[config.mk]
export PLATFORM = sky130hd
export DESIGN_NAME = fft_peak_detect
export DESIGN_NICKNAME = d
export VERILOG_FILES = /design/src/rtl/fft_peak_detect_pkg.sv /design/src/rtl/fft_mag_sq.sv /design/src/rtl/fft_peak_detect.sv
export SDC_FILE = /design/constraint.sdc
export NUM_CORES = 2
export LEC_CHECK = 0
export ABC_AREA = 0
export BUFFER_PORTS_ARGS = -buffer_cell sky130_fd_sc_hd__buf_2
export CAP_MARGIN = 40
export CORE_MARGIN = 5
export CORE_UTILIZATION = 25
export DETAILED_ROUTE_END_ITERATION = 16
export HOLD_SLACK_MARGIN = 0.05
export PLACE_DENSITY = 0.39
export SLEW_MARGIN = 10
export SYNTH_ARGS = -nofsm -noshare
export SYNTH_HDL_FRONTEND = slang
export SYNTH_SLANG_ARGS = --single-unit
[constraint.sdc]
create_clock -name clk -period 13.6 [get_ports clk]
set_input_delay 2.04 -clock clk [delete_from_list [all_inputs] [get_ports clk]]
set_output_delay 2.04 -clock clk [all_outputs]
set_load 0.01 [all_outputs]
[src/rtl/fft_peak_detect_pkg.sv]
// Shared constants and types for the FFT peak detector: frame geometry,
// sample width, {real,imag} packing and the frame-tracking FSM states.
package fft_peak_detect_pkg;

  localparam int FFT_BINS  = 16;
  localparam int LOG2_BINS = 4;
  localparam int SAMPLE_W  = 16;
  localparam int DATA_W    = 2 * SAMPLE_W;

  // Field positions inside one packed FFT word
  localparam int RE_MSB = 31;
  localparam int RE_LSB = 16;
  localparam int IM_MSB = 15;
  localparam int IM_LSB = 0;

  typedef enum logic [1:0] {
    IDLE    = 2'd0,
    COLLECT = 2'd1,
    FLUSH   = 2'd2
  } state_t;

endpackage

[src/rtl/fft_mag_sq.sv]
// Registered squarers for one FFT bin plus the unsigned adder that forms
// re^2 + im^2; bin index, last flag and valid travel alongside.
module fft_mag_sq
  import fft_peak_detect_pkg::*;
#(
  parameter int IDX_W = LOG2_BINS
) (
  input  logic              clk,
  input  logic              rst,
  input  logic              in_valid,
  input  logic [DATA_W-1:0] in_data,
  input  logic [IDX_W-1:0]  in_idx,
  input  logic              in_last,
  output logic              out_valid,
  output logic [IDX_W-1:0]  out_idx,
  output logic              out_last,
  output logic [31:0]       out_sum
);

  logic signed [SAMPLE_W-1:0] re_s;
  logic signed [SAMPLE_W-1:0] im_s;
  logic signed [31:0]         re_ext;
  logic signed [31:0]         im_ext;

  logic [31:0]      sq_re_d, sq_re_q;
  logic [31:0]      sq_im_d, sq_im_q;
  logic [IDX_W-1:0] idx_d, idx_q;
  logic             last_d, last_q;
  logic             valid_d, valid_q;

  always_comb begin
    re_s    = in_data[RE_MSB:RE_LSB];
    im_s    = in_data[IM_MSB:IM_LSB];
    re_ext  = 32'(re_s);
    im_ext  = 32'(im_s);
    sq_re_d = sq_re_q;
    sq_im_d = sq_im_q;
    idx_d   = idx_q;
    last_d  = last_q;
    valid_d = in_valid;
    // Each square is at most 2^30, so it is non-negative and fits unsigned
    if (in_valid) begin
      sq_re_d = re_ext * re_ext;
      sq_im_d = im_ext * im_ext;
      idx_d   = in_idx;
      last_d  = in_last;
    end
  end

  always_ff @(posedge clk or posedge rst) begin
    if (rst) begin
      sq_re_q <= '0;
      sq_im_q <= '0;
      idx_q   <= '0;
      last_q  <= 1'b0;
      valid_q <= 1'b0;
    end else begin
      sq_re_q <= sq_re_d;
      sq_im_q <= sq_im_d;
      idx_q   <= idx_d;
      last_q  <= last_d;
      valid_q <= valid_d;
    end
  end

  // Sum peaks at 2^31 for (-32768,-32768): no overflow in 32 bits
  assign out_sum   = sq_re_q + sq_im_q;
  assign out_valid = valid_q;
  assign out_idx   = idx_q;
  assign out_last  = last_q;

endmodule

[src/rtl/fft_peak_detect.sv]
// Finds the bin with the largest |X|^2 in each 16-bin FFT frame and reports
// its index and magnitude with a one-cycle done pulse.
module fft_peak_detect #(
  parameter int LOG2_BINS = fft_peak_detect_pkg::LOG2_BINS
) (
  input  logic                 clk,
  input  logic                 rst,
  input  logic                 fft_valid,
  input  logic [31:0]          fft_d_in,
  output logic                 done,
  output logic [LOG2_BINS-1:0] freq,
  output logic [31:0]          peak_mag,
  output logic                 busy
);
  import fft_peak_detect_pkg::*;

  localparam logic [LOG2_BINS-1:0] LAST_IDX = '1;

  state_t state_q, state_d;

  logic [LOG2_BINS-1:0] cnt_d, cnt_q;
  logic [31:0]          max_val_d, max_val_q;
  logic [LOG2_BINS-1:0] max_idx_d, max_idx_q;
  logic                 fin_d, fin_q;
  logic                 done_d, done_q;
  logic [LOG2_BINS-1:0] freq_d, freq_q;
  logic [31:0]          peak_d, peak_q;

  logic                 s1_valid;
  logic [LOG2_BINS-1:0] s1_idx;
  logic                 s1_last;
  logic [31:0]          s1_sum;

  fft_mag_sq #(
    .IDX_W(LOG2_BINS)
  ) u_mag_sq (
    .clk      (clk),
    .rst      (rst),
    .in_valid (fft_valid),
    .in_data  (fft_d_in),
    .in_idx   (cnt_q),
    .in_last  (cnt_q == LAST_IDX),
    .out_valid(s1_valid),
    .out_idx  (s1_idx),
    .out_last (s1_last),
    .out_sum  (s1_sum)
  );

  always_comb begin
    cnt_d     = cnt_q;
    max_val_d = max_val_q;
    max_idx_d = max_idx_q;
    freq_d    = freq_q;
    peak_d    = peak_q;
    if (fft_valid) begin
      cnt_d = cnt_q + 1'b1;
    end
    // Bin 0 restarts the running max; strict compare keeps the lowest index on ties
    if (s1_valid && ((s1_idx == '0) || (s1_sum > max_val_q))) begin
      max_val_d = s1_sum;
      max_idx_d = s1_idx;
    end
    fin_d  = s1_valid && s1_last;
    done_d = fin_q;
    // max_*_q holds the finished winner here even if the next frame's bin 0 is loading
    if (fin_q) begin
      freq_d = max_idx_q;
      peak_d = max_val_q;
    end
  end

  always_comb begin
    state_d = state_q;
    case (state_q)
      IDLE:    if (fft_valid) state_d = COLLECT;
      COLLECT: if (fft_valid && (cnt_q == LAST_IDX)) state_d = FLUSH;
      FLUSH: begin
        if (fft_valid) begin
          state_d = COLLECT;
        end else if (fin_q) begin
          state_d = IDLE;
        end
      end
      default: state_d = IDLE;
    endcase
  end

  always_ff @(posedge clk or posedge rst) begin
    if (rst) begin
      state_q <= IDLE;
    end else begin
      state_q <= state_d;
    end
  end

  always_ff @(posedge clk or posedge rst) begin
    if (rst) begin
      cnt_q     <= '0;
      max_val_q <= '0;
      max_idx_q <= '0;
      fin_q     <= 1'b0;
      done_q    <= 1'b0;
      freq_q    <= '0;
      peak_q    <= '0;
    end else begin
      cnt_q     <= cnt_d;
      max_val_q <= max_val_d;
      max_idx_q <= max_idx_d;
      fin_q     <= fin_d;
      done_q    <= done_d;
      freq_q    <= freq_d;
      peak_q    <= peak_d;
    end
  end

  assign done     = done_q;
  assign freq     = freq_q;
  assign peak_mag = peak_q;
  assign busy     = (state_q != IDLE);

endmodule

==> results.toml <==
[outcome]
status = "finished, final reports clean"

[sta]
skew_ps = 11.10
rsz0062_at_grt = "no"
slew_violations = 0
slew_headroom = 0.5040
hold_viol_final = 0
setup_viol_count_final = 0
post-route-min-period_ps = 8381
final.period_utilization = 0.6163
fmax_mhz = 119.3
worst_slew_pin_slew_ps = 744.0
tns_ps = 0

[route]
drc_errors = 0
viasPerCell = 4.313
wire_per_inst_um = 15.30
dr_wl_met3_um = 1852
top_layer = "met4"
wl_met1_um = 27250
drtAntennaViolNets = 0
firstDrtPassIters = 7
wl_um = 60410
wl_met2_um = 30710
drt_first_iter_violations = 631
vias = 17030

[synthesis]
yosys.area.top_type = "fa_1"
synthArstFlopShare = 1.000
synth.avg_cell_area_um2 = 9.689
syn_area_um2 = 25210
synthCells = 2602
synth_edf_count = 0
synth_area_leaders = "fa_1, dfrtp_1, ha_1"
synth.net_count = 3348
synth_ff_type = "dfrtp_1"
yosysMostFrequentCell = "inv_1"
synth_cell_type_count = 68
ys_seq_area_frac = 0.1469
synth_seq_cells = 148
synth_common_cells = "inv_1, fa_1, ha_1, nand2_1, dfrtp_1"
ys_warn_count = 0
yosys.area.top_type_share = 0.3708

[min_path]
hold_path.class = "flop to flop"
worstHoldStart = "u_mag_sq.out_last"

[global_route]
antenna_found_initial = 0
grt_overflow = 0
track_usage = 0.1166
grt_pass1_wl_um = 100900
grt_pass1_vias = 19290
grt_max_degree = 82

[clock_tree]
ctsHoldBuffers = 0
cts_tree = "yes"
post_cts_resized = 0
clkSlewWorstSetupHoldPaths_ps = 70
worstSkewPairLatency_ps = 440
cts_setup_buffers = 0
cts-root-buf = "clkbuf_16"
numCtsBuffers = 17
cts_sinks = 148
cts_max_level = 4
cts_buffer_depth = 2

[cells_and_area]
areaGrowthSynthToFinish_pct = 9.713
final_layout_size_suffix_gt1_frac = 0.09173
final_nets = 3382
final_cell_area_um2 = 27660

[place]
port_buffers = 72
routabilityCongestion = 0.8241
place_area_um2 = 27090
dpl.hpwl_um = 51020

[run]
max-cap-violations = 0

[die]
die_h_um = 327.6
fp.dieW_um = 327.6
ios = 73
initial_core_util = 0.2517
rows = 116
fp.coreArea_um2 = 100100
dieArea_um2 = 107300

[setup_path]
required_ps = 13920
worstPathArrival_ps = 8700
cp-startpoint = "fft_d_in[31]"
reg2reg_from = "u_mag_sq.sq_im_q[3]"
crit_fanout = 16
endpoint_kind = "flop"
crit_type = "input pin to flop"
critPathLaunchType = "input pin"
## per-stage QoR
| stage | utilization | instances | hold WS, ps | worst slack (ps) |
|---|---|---|---|---|
| floorplan | - | 2602 | 351.9 | 5782 |
| global placement | 0.2696 | 3910 | 472.3 | 4993 |
| detailed placement | 0.2705 | 3915 | 483.7 | 4768 |
| CTS | 0.2762 | 3947 | 500.3 | 5221 |
| global route | 0.2762 | 3947 | 521.7 | 4682 |
| finish | 0.2762 | 3948 | 493.7 | 5219 |
## cell type report
type | instances | area [um^2]
inverter | 681 | 2561
tap | 1298 | 1624
timing repair buffer | 80 | 473.0
sequential | 148 | 3705
clock inverter | 15 | 145.1
fill | 10640 | 72490
clock buffer | 17 | 425.4
antenna | 1 | 2.502
multi-input combinational | 1708 | 18720
## worst paths after layout
kind / to / slack [ps] / depth (start not counted)
hold reg to reg: done_d / 490 / 2
setup / recovery: u_mag_sq.sq_re_q[30] / 5220 / 24
setup reg to reg: max_val_q[27] / 7910 / 18
max in group asynchronous: max_val_q[22] / 10660 / 4
hold / removal: done_d / 490 / 2
min in group asynchronous: peak_mag[13] / 1740 / 2
## cells in the final DEF (no fill, tap or decap), types with 4 or more instances in the layout
master and count:
a21o_1 38, a211oi_1 14, and3_1 12, fa_1 467, a21oi_1 76, xnor2_1 87, a31o_2 12, inv_6 6
o211ai_1 6, nor2_1 114, nand2b_1 16, ha_1 244, nand3_1 12, nor3_1 12, inv_1 679, buf_4 5
and2_1 75, mux2i_1 4, o31ai_1 11, nor2b_1 13, buf_2 72, dfrtp_1 147, o21a_1 14, a21boi_0 5
nand2_1 205, or2_2 10, or3_1 7, nand4_1 12, o21bai_1 10, clkbuf_16 17, xor2_1 21, o21ai_0 62
mux2_2 94, a31oi_1 4
## kinds of logic (layout without fill, tap and decap cells)
kind of cell / count (synthesis) / in the layout / synth area share
AO/OA/AOI/OAI: 287 / 287 / 0.07479
XOR/XNOR: 108 / 108 / 0.03752
adder cells (fa/ha/maj): 711 / 711 / 0.4919
buffers and inverters: 746 / 793 / 0.1111
flip-flops: 148 / 148 / 0.1469
multiplexers: 98 / 98 / 0.04358
other: 0 / 1 / 0
AND/OR/NAND/NOR: 504 / 504 / 0.09415
## state kept, by name, indices dropped and copies added (netlist names), 4 cells and up
name,cells
max_val_q,32
peak_mag,32
u_mag_sq.sq_im_q,31
u_mag_sq.sq_re_q,31
cnt_q,4
freq,4
max_idx_q,4
u_mag_sq.out_idx,4
## worst max-delay path: stages
cell,delay [ps]
buf_2,310
inv_1,370
nor2_1,310
xnor2_1,110
ha_1,280
inv_1,50
fa_1,490
fa_1,510
inv_1,50
fa_1,490
fa_1,490
inv_1,50
fa_1,470
inv_1,40
ha_1,330
nand4_1,180
nor2_1,60
a2111oi_0,600
o21ai_0,260
o211ai_1,330
a21boi_0,200
nor2_1,220
a21oi_1,110
o311ai_0,330
## metal layers
metal,up-vias,GRT usage
met5,-,0
met4,0,0.01715
met3,36,0.01670
met1,8759,0.1540
met2,189,0.2075
li1,8045,-
Power is left out: the tool's default activity adds up to more than one toggle a clock period on the data nets, which glitch-free logic cannot reach.
